===== config.mk =====
export PLATFORM = sky130hd
export DESIGN_NAME = muxn_rr_arbiter
export DESIGN_NICKNAME = d
export VERILOG_FILES = /design/src/rtl/muxn_arb_pkg.sv /design/src/rtl/commonlib_muxn.sv /design/src/rtl/muxn_rr_pick.sv /design/src/rtl/muxn_rr_arbiter.sv
export SDC_FILE = /design/constraint.sdc
export NUM_CORES = 1
export LEC_CHECK = 0
export ABC_AREA = 1
export CAP_MARGIN = 20
export CORE_ASPECT_RATIO = 0.8
export CORE_MARGIN = 4
export CORE_UTILIZATION = 40
export CTS_CLUSTER_SIZE = 12
export DETAILED_ROUTE_END_ITERATION = 7
export MAX_ROUTING_LAYER = met4
export PLACE_DENSITY = 0.83
export SETUP_SLACK_MARGIN = 0.4
export SYNTH_ARGS = -nofsm -noshare
export SYNTH_HDL_FRONTEND = slang
export SYNTH_SLANG_ARGS = --single-unit
export TNS_END_PERCENT = 100

===== constraint.sdc =====
create_clock -name CLK -period 10.9 [get_ports CLK]
set_input_delay 2.18 -clock CLK [delete_from_list [all_inputs] [get_ports CLK]]
set_output_delay 2.18 -clock CLK [all_outputs]
set_load 0.005 [all_outputs]

===== src/rtl/muxn_arb_pkg.sv =====
// Shared types and helpers for the round-robin mux arbiter.
// The packet-lock build is selected with the MUXN_ARB_LOCK_EN macro.
package muxn_arb_pkg;

    typedef enum logic {
        ARB  = 1'b0,
        LOCK = 1'b1
    } arb_state_t;

    // Select/index width; never narrower than one bit so N = 1 still has a port.
    function automatic int sel_w(input int n);
        return (n <= 1) ? 1 : $clog2(n);
    endfunction

endpackage


===== src/rtl/commonlib_muxn.sv =====
// Plain N-way, WIDTH-bit combinational multiplexer.
// An out-of-range select yields zero.
module commonlib_muxn #(
    parameter int N     = 5,
    parameter int WIDTH = 32,
    parameter int SEL_W = (N > 1) ? $clog2(N) : 1
) (
    input  logic [WIDTH-1:0] in_data [N-1:0],
    input  logic [SEL_W-1:0] in_sel,
    output logic [WIDTH-1:0] out_data
);

    always_comb begin
        out_data = '0;
        for (int i = 0; i < N; i++) begin
            if (in_sel == SEL_W'(i)) begin
                out_data = in_data[i];
            end
        end
    end

endmodule


===== src/rtl/muxn_rr_pick.sv =====
// Rotating-priority pick: first requester at or after ptr (mod N) that is
// both requesting and unmasked.
module muxn_rr_pick #(
    parameter int N     = 5,
    parameter int SEL_W = 3
) (
    input  logic [N-1:0]     req,
    input  logic [SEL_W-1:0] ptr,
    input  logic [N-1:0]     mask,
    output logic [SEL_W-1:0] grant_idx,
    output logic             any_grant
);

    always_comb begin
        int idx;
        idx       = 0;
        grant_idx = '0;
        any_grant = 1'b0;
        for (int k = 0; k < N; k++) begin
            // ptr is always below N, so a single subtraction wraps the index.
            idx = int'(ptr) + k;
            if (idx >= N) begin
                idx = idx - N;
            end
            if (!any_grant && req[idx] && mask[idx]) begin
                any_grant = 1'b1;
                grant_idx = SEL_W'(idx);
            end
        end
    end

endmodule


===== src/rtl/muxn_rr_arbiter.sv =====
// Round-robin arbiter sharing one commonlib_muxn among N valid/ready streams,
// with a single registered output stage. MUXN_ARB_LOCK_EN adds packet lock.
module muxn_rr_arbiter
    import muxn_arb_pkg::*;
#(
    parameter int N     = 5,
    parameter int WIDTH = 32,
    parameter int SEL_W = sel_w(N)
) (
    input  logic             CLK,
    input  logic             RESET,
    input  logic [N-1:0]     in_valid,
    output logic [N-1:0]     in_ready,
    input  logic [WIDTH-1:0] in_data [N-1:0],
    input  logic [N-1:0]     in_last,
    output logic             out_valid,
    input  logic             out_ready,
    output logic [WIDTH-1:0] out_data,
    output logic [SEL_W-1:0] out_sel,
    output logic             out_last,
    output arb_state_t       dbg_state,
    output logic [SEL_W-1:0] dbg_ptr
);

    // Handshake: a beat moves on any rising edge where valid and ready are both
    // high; valid never waits on ready, and ready never looks at data.

    logic             load_en;
    logic             transfer;
    logic             any_grant;
    logic [SEL_W-1:0] grant_idx;
    logic [SEL_W-1:0] ptr;
    logic [N-1:0]     mask;
    logic [WIDTH-1:0] mux_data;

    function automatic logic [SEL_W-1:0] next_idx(input logic [SEL_W-1:0] idx);
        return (idx == SEL_W'(N - 1)) ? '0 : idx + 1'b1;
    endfunction

`ifdef MUXN_ARB_LOCK_EN
    arb_state_t       state;
    logic [SEL_W-1:0] owner;

    always_comb begin
        mask = '1;
        if (state == LOCK) begin
            mask        = '0;
            mask[owner] = 1'b1;
        end
    end

    assign dbg_state = state;
`else
    assign mask      = '1;
    assign dbg_state = ARB;
`endif

    muxn_rr_pick #(
        .N     (N),
        .SEL_W (SEL_W)
    ) u_pick (
        .req       (in_valid),
        .ptr       (ptr),
        .mask      (mask),
        .grant_idx (grant_idx),
        .any_grant (any_grant)
    );

    commonlib_muxn #(
        .N     (N),
        .WIDTH (WIDTH),
        .SEL_W (SEL_W)
    ) u_mux (
        .in_data  (in_data),
        .in_sel   (grant_idx),
        .out_data (mux_data)
    );

    assign load_en  = !out_valid || out_ready;
    assign transfer = load_en && any_grant && !RESET;
    assign dbg_ptr  = ptr;

    always_comb begin
        in_ready = '0;
        if (transfer) begin
            in_ready[grant_idx] = 1'b1;
        end
    end

    always_ff @(posedge CLK) begin
        if (RESET) begin
            out_valid <= 1'b0;
            out_data  <= '0;
            out_sel   <= '0;
            out_last  <= 1'b0;
            ptr       <= '0;
`ifdef MUXN_ARB_LOCK_EN
            state     <= ARB;
            owner     <= '0;
`endif
        end else if (load_en) begin
            if (transfer) begin
                out_valid <= 1'b1;
                out_data  <= mux_data;
                out_sel   <= grant_idx;
                out_last  <= in_last[grant_idx];
`ifdef MUXN_ARB_LOCK_EN
                if (state == ARB) begin
                    if (in_last[grant_idx]) begin
                        ptr <= next_idx(grant_idx);
                    end else begin
                        state <= LOCK;
                        owner <= grant_idx;
                    end
                end else if (in_last[grant_idx]) begin
                    // In LOCK the grant can only be the owner.
                    state <= ARB;
                    ptr   <= next_idx(owner);
                end
`else
                ptr <= next_idx(grant_idx);
`endif
            end else begin
                out_valid <= 1'b0;
            end
        end
    end

endmodule


==> metrics.txt <==
# TYPE chip_impl_metric gauge
chip_impl_metric{name="worst_max_slew_margin_expressed_relative_to_the_limit",unit=""} 0.324
chip_impl_metric{name="period_minus_slack",unit="ns"} 8.57
chip_impl_metric{name="gp_routability_congestion",unit=""} 1.04
chip_impl_metric{name="grt_usage",unit=""} 0.271
chip_impl_metric{name="max_clock_freq",unit="GHz"} 0.117
chip_impl_metric{name="number_of_synthesis_warnings",unit=""} 0
chip_impl_metric{name="clock-skew-final",unit="ns"} 0.00481
chip_impl_info{name="holdCritStartpoint",value="out_data[6]"} 1
chip_impl_metric{name="grt_max_degree",unit=""} 66
chip_impl_metric{name="vias",unit=""} 6033
chip_impl_metric{name="grt_pass1_wl",unit="um"} 28600
chip_impl_metric{name="routed_via_density",unit=""} 5.00
chip_impl_info{name="synth_flop_cell",value="sky130_fd_sc_hd__dfxtp_1"} 1
chip_impl_info{name="post_synth_main_area_contributors",value="sky130_fd_sc_hd__nand2_1 25%, sky130_fd_sc_hd__dfxtp_1 17%, sky130_fd_sc_hd__a21oi_2 6.0%"} 1
chip_impl_metric{name="synth_edf_count",unit=""} 0
chip_impl_info{name="critPathKind",value="input port to output port"} 1
chip_impl_metric{name="post-place-ws",unit="ns"} 2.41
chip_impl_metric{name="detail_route.wl_per_cell",unit="um"} 15.9
chip_impl_info{name="synth_top_cell_by_area",value="sky130_fd_sc_hd__nand2_1"} 1
chip_impl_info{name="post-synth-top-count-cell",value="sky130_fd_sc_hd__nand2_1"} 1
chip_impl_metric{name="place_inst",unit=""} 1198
chip_impl_metric{name="drt_drc_violations_left",unit=""} 0
chip_impl_metric{name="report.final.slew_viol_count",unit=""} 0
chip_impl_metric{name="layout-drive-gt1-share",unit=""} 0.105
chip_impl_metric{name="clock_input_transition_at_the_sequential_cells_of_the_worst_setup_and_hold_paths",unit="ns"} 0.06
chip_impl_metric{name="grt_pass1_vias",unit=""} 5288
chip_impl_metric{name="number_of_buffers_created_by_cts",unit=""} 5
chip_impl_metric{name="dr.pass1.iters",unit=""} 5
chip_impl_metric{name="syn_inst",unit=""} 879
chip_impl_metric{name="hold_violations",unit=""} 0
chip_impl_metric{name="detailedRoute.firstIterationViolations",unit=""} 462
chip_impl_metric{name="global_route.overflow_total",unit=""} 0
chip_impl_metric{name="proportion_of_netlist_area_held_by_the_largest_area_contributor",unit=""} 0.255
chip_impl_info{name="r2r_start",value="dbg_ptr[1]"} 1
chip_impl_info{name="status",value="finished clean"} 1
chip_impl_info{name="min-delay-path-class",value="flip-flop to flip-flop"} 1
chip_impl_metric{name="timing.max_cap.violations",unit=""} 0
chip_impl_metric{name="clk_latency",unit="ns"} 0.28
chip_impl_metric{name="cts_hold_buffers",unit=""} 0
chip_impl_metric{name="htree_num_levels",unit=""} 2
chip_impl_metric{name="worstMarginPinSlew",unit="ns"} 1.01
chip_impl_metric{name="grt_antenna_before_repair",unit=""} 0
chip_impl_info{name="tritoncts",value="yes"} 1
chip_impl_info{name="synth.top_cells.by_count",value="325 x sky130_fd_sc_hd__nand2_1, 76 x sky130_fd_sc_hd__inv_1, 75 x sky130_fd_sc_hd__nor2_1"} 1
chip_impl_metric{name="number_of_endpoints_failing_setup_at_the_final_stage",unit=""} 0
chip_impl_info{name="unrepaired_setup_endpoints_after_global_routing",value="false"} 1
chip_impl_metric{name="routed_wl",unit="um"} 19200
chip_impl_metric{name="worstPathArrival",unit="ns"} 6.39
chip_impl_metric{name="die_h",unit="um"} 106
chip_impl_metric{name="min_period_over_period",unit=""} 0.786
chip_impl_metric{name="floorplan.rows",unit=""} 35
chip_impl_metric{name="cts_num_sinks",unit=""} 40
chip_impl_metric{name="crit_required",unit="ns"} 8.72
chip_impl_metric{name="layout_setup_ws",unit="ns"} 2.33
chip_impl_metric{name="fillerInstances",unit=""} 1118
chip_impl_metric{name="sum_of_negative_setup_slack",unit="ns"} 0
chip_impl_metric{name="numPortBuffers",unit=""} 217
chip_impl_metric{name="async_flop_share",unit=""} 0
chip_impl_metric{name="synth.lib_cells_used.distinct",unit=""} 36
chip_impl_metric{name="final_cells",unit=""} 1207
chip_impl_metric{name="antenna_cells_inserted",unit=""} 0
chip_impl_metric{name="ctsResizeCount",unit=""} 0
chip_impl_metric{name="dieArea",unit="um2"} 13800
chip_impl_metric{name="synthToLayoutAreaGrowth",unit="%"} 47.5
chip_impl_metric{name="design.core.area",unit="um2"} 11600
chip_impl_metric{name="ios",unit=""} 219
chip_impl_metric{name="cell_area_synth",unit="um2"} 4790
chip_impl_metric{name="synth-seq-area-share",unit=""} 0.167
chip_impl_metric{name="finish.net_count",unit=""} 1243
chip_impl_metric{name="cts_setup_buffers",unit=""} 0
chip_impl_metric{name="syn_area_per_cell",unit="um2"} 5.45
chip_impl_info{name="crit_path_start_kind",value="input port"} 1
chip_impl_metric{name="die_w",unit="um"} 130
chip_impl_info{name="root_buf_cell",value="sky130_fd_sc_hd__clkbuf_16"} 1
chip_impl_metric{name="synth.ff_latch_count",unit=""} 40
chip_impl_metric{name="fin_worst_hold_slack",unit="ns"} 0.471
chip_impl_info{name="crit_path_start",value="in_valid[0]"} 1
chip_impl_metric{name="detail-route-antenna-nets",unit=""} 0
chip_impl_metric{name="synthesis.nets",unit=""} 1064
chip_impl_info{name="crit_path_end_kind",value="output port"} 1
chip_impl_metric{name="number_of_buffers_between_clock_root_and_the_deepest_sink",unit=""} 2
chip_impl_metric{name="critical_path.max_fanout",unit=""} 37
chip_impl_metric{name="initial_utilization",unit=""} 0.413
chip_impl_metric{name="detailedPlacementHpwl",unit="um"} 14900
layout by cell type (no fill, tap or decap), types with 3 or more instances in the layout:
cell type / Yosys / final
sky130_fd_sc_hd__dfxtp_1: 40 / 40
sky130_fd_sc_hd__o21ai_0: 18 / 18
sky130_fd_sc_hd__buf_4: 4 / 5
sky130_fd_sc_hd__a21oi_2: 33 / 33
sky130_fd_sc_hd__nand2_2: 9 / 9
sky130_fd_sc_hd__clkbuf_16: 0 / 5
sky130_fd_sc_hd__clkdlybuf4s50_1: 0 / 216
sky130_fd_sc_hd__ha_1: 11 / 11
sky130_fd_sc_hd__nand2_1: 325 / 325
sky130_fd_sc_hd__nand3_1: 44 / 43
sky130_fd_sc_hd__nand2_4: 3 / 3
sky130_fd_sc_hd__a21oi_1: 39 / 39
sky130_fd_sc_hd__nand4_1: 39 / 39
sky130_fd_sc_hd__nand3_2: 6 / 7
sky130_fd_sc_hd__o21ai_1: 29 / 29
sky130_fd_sc_hd__nor2_4: 3 / 3
sky130_fd_sc_hd__inv_2: 36 / 36
sky130_fd_sc_hd__nor2_2: 3 / 3
sky130_fd_sc_hd__inv_1: 76 / 76
sky130_fd_sc_hd__clkinv_1: 23 / 23
sky130_fd_sc_hd__nor2_1: 75 / 75
path summary, 6_finish.rpt:
path                            depth (start not counted)  slack, ns      endpoint
worst max-delay path                                   15       2.33   in_ready[4]
worst min-delay path                                    2       0.47   out_data[6]
worst max register to register                         22       4.24  out_data[31]
worst min register to register                          2       0.47   out_data[6]
routing by layer:
layer  up-vias  wire length (um)  GRT usage
li1       3090                 -          -
met1      2659              8910      0.398
met5         -                 0          -
met4         0               619     0.0823
met3        35              1580     0.0496
met2       249              8110      0.373
through the flow:
step / utilization / cell area [um2]
floorplan: - / 4790
finish: 0.608 / 7060
global route: 0.608 / 7060
global placement: 0.593 / 6890
CTS: 0.606 / 7030
detailed placement: 0.593 / 6890
worst max-delay path, cell delays in order:
cell,delay (ns)
sky130_fd_sc_hd__clkdlybuf4s50_1,0.43
sky130_fd_sc_hd__inv_1,0.16
sky130_fd_sc_hd__nand3_1,0.09
sky130_fd_sc_hd__nand2_1,0.08
sky130_fd_sc_hd__nand3_1,0.07
sky130_fd_sc_hd__nand2_1,0.07
sky130_fd_sc_hd__nand2_2,0.06
sky130_fd_sc_hd__nand2_2,0.11
sky130_fd_sc_hd__nand2_4,0.08
sky130_fd_sc_hd__nor2_8,0.14
sky130_fd_sc_hd__nand4_2,0.77
sky130_fd_sc_hd__nand2_4,0.80
sky130_fd_sc_hd__inv_2,0.44
sky130_fd_sc_hd__nor2_1,0.34
sky130_fd_sc_hd__clkdlybuf4s50_1,0.56
state kept, by name, indices dropped and copies added (netlist names):
register / flops
out_data: 32
dbg_ptr: 3
out_sel: 3
out_last: 1
out_valid: 1
final cells by class:
type / count / area [um2] / area share
multi-input combinational: 653 / 3190 / 0.452
timing repair buffer: 223 / 2230 / 0.316
sequential: 40 / 801 / 0.113
inverter: 135 / 507 / 0.0718
tap: 148 / 185 / 0.0262
clock buffer: 8 / 146 / 0.0207
kinds of logic (layout without fill, tap and decap cells):
group	count (synthesis)	count (layout)	share of synthesized area
flops	40	40	0.167
xor+xnor	3	3	0.00863
compound gates	123	123	0.156
simple gates	514	514	0.466
other cells	1	1	0.000783
buf+inv	186	366	0.168
fa+ha+maj	12	12	0.0329
Power is left out: the tool's default activity adds up to more than one toggle a clock period on the data nets, which glitch-free logic cannot reach.
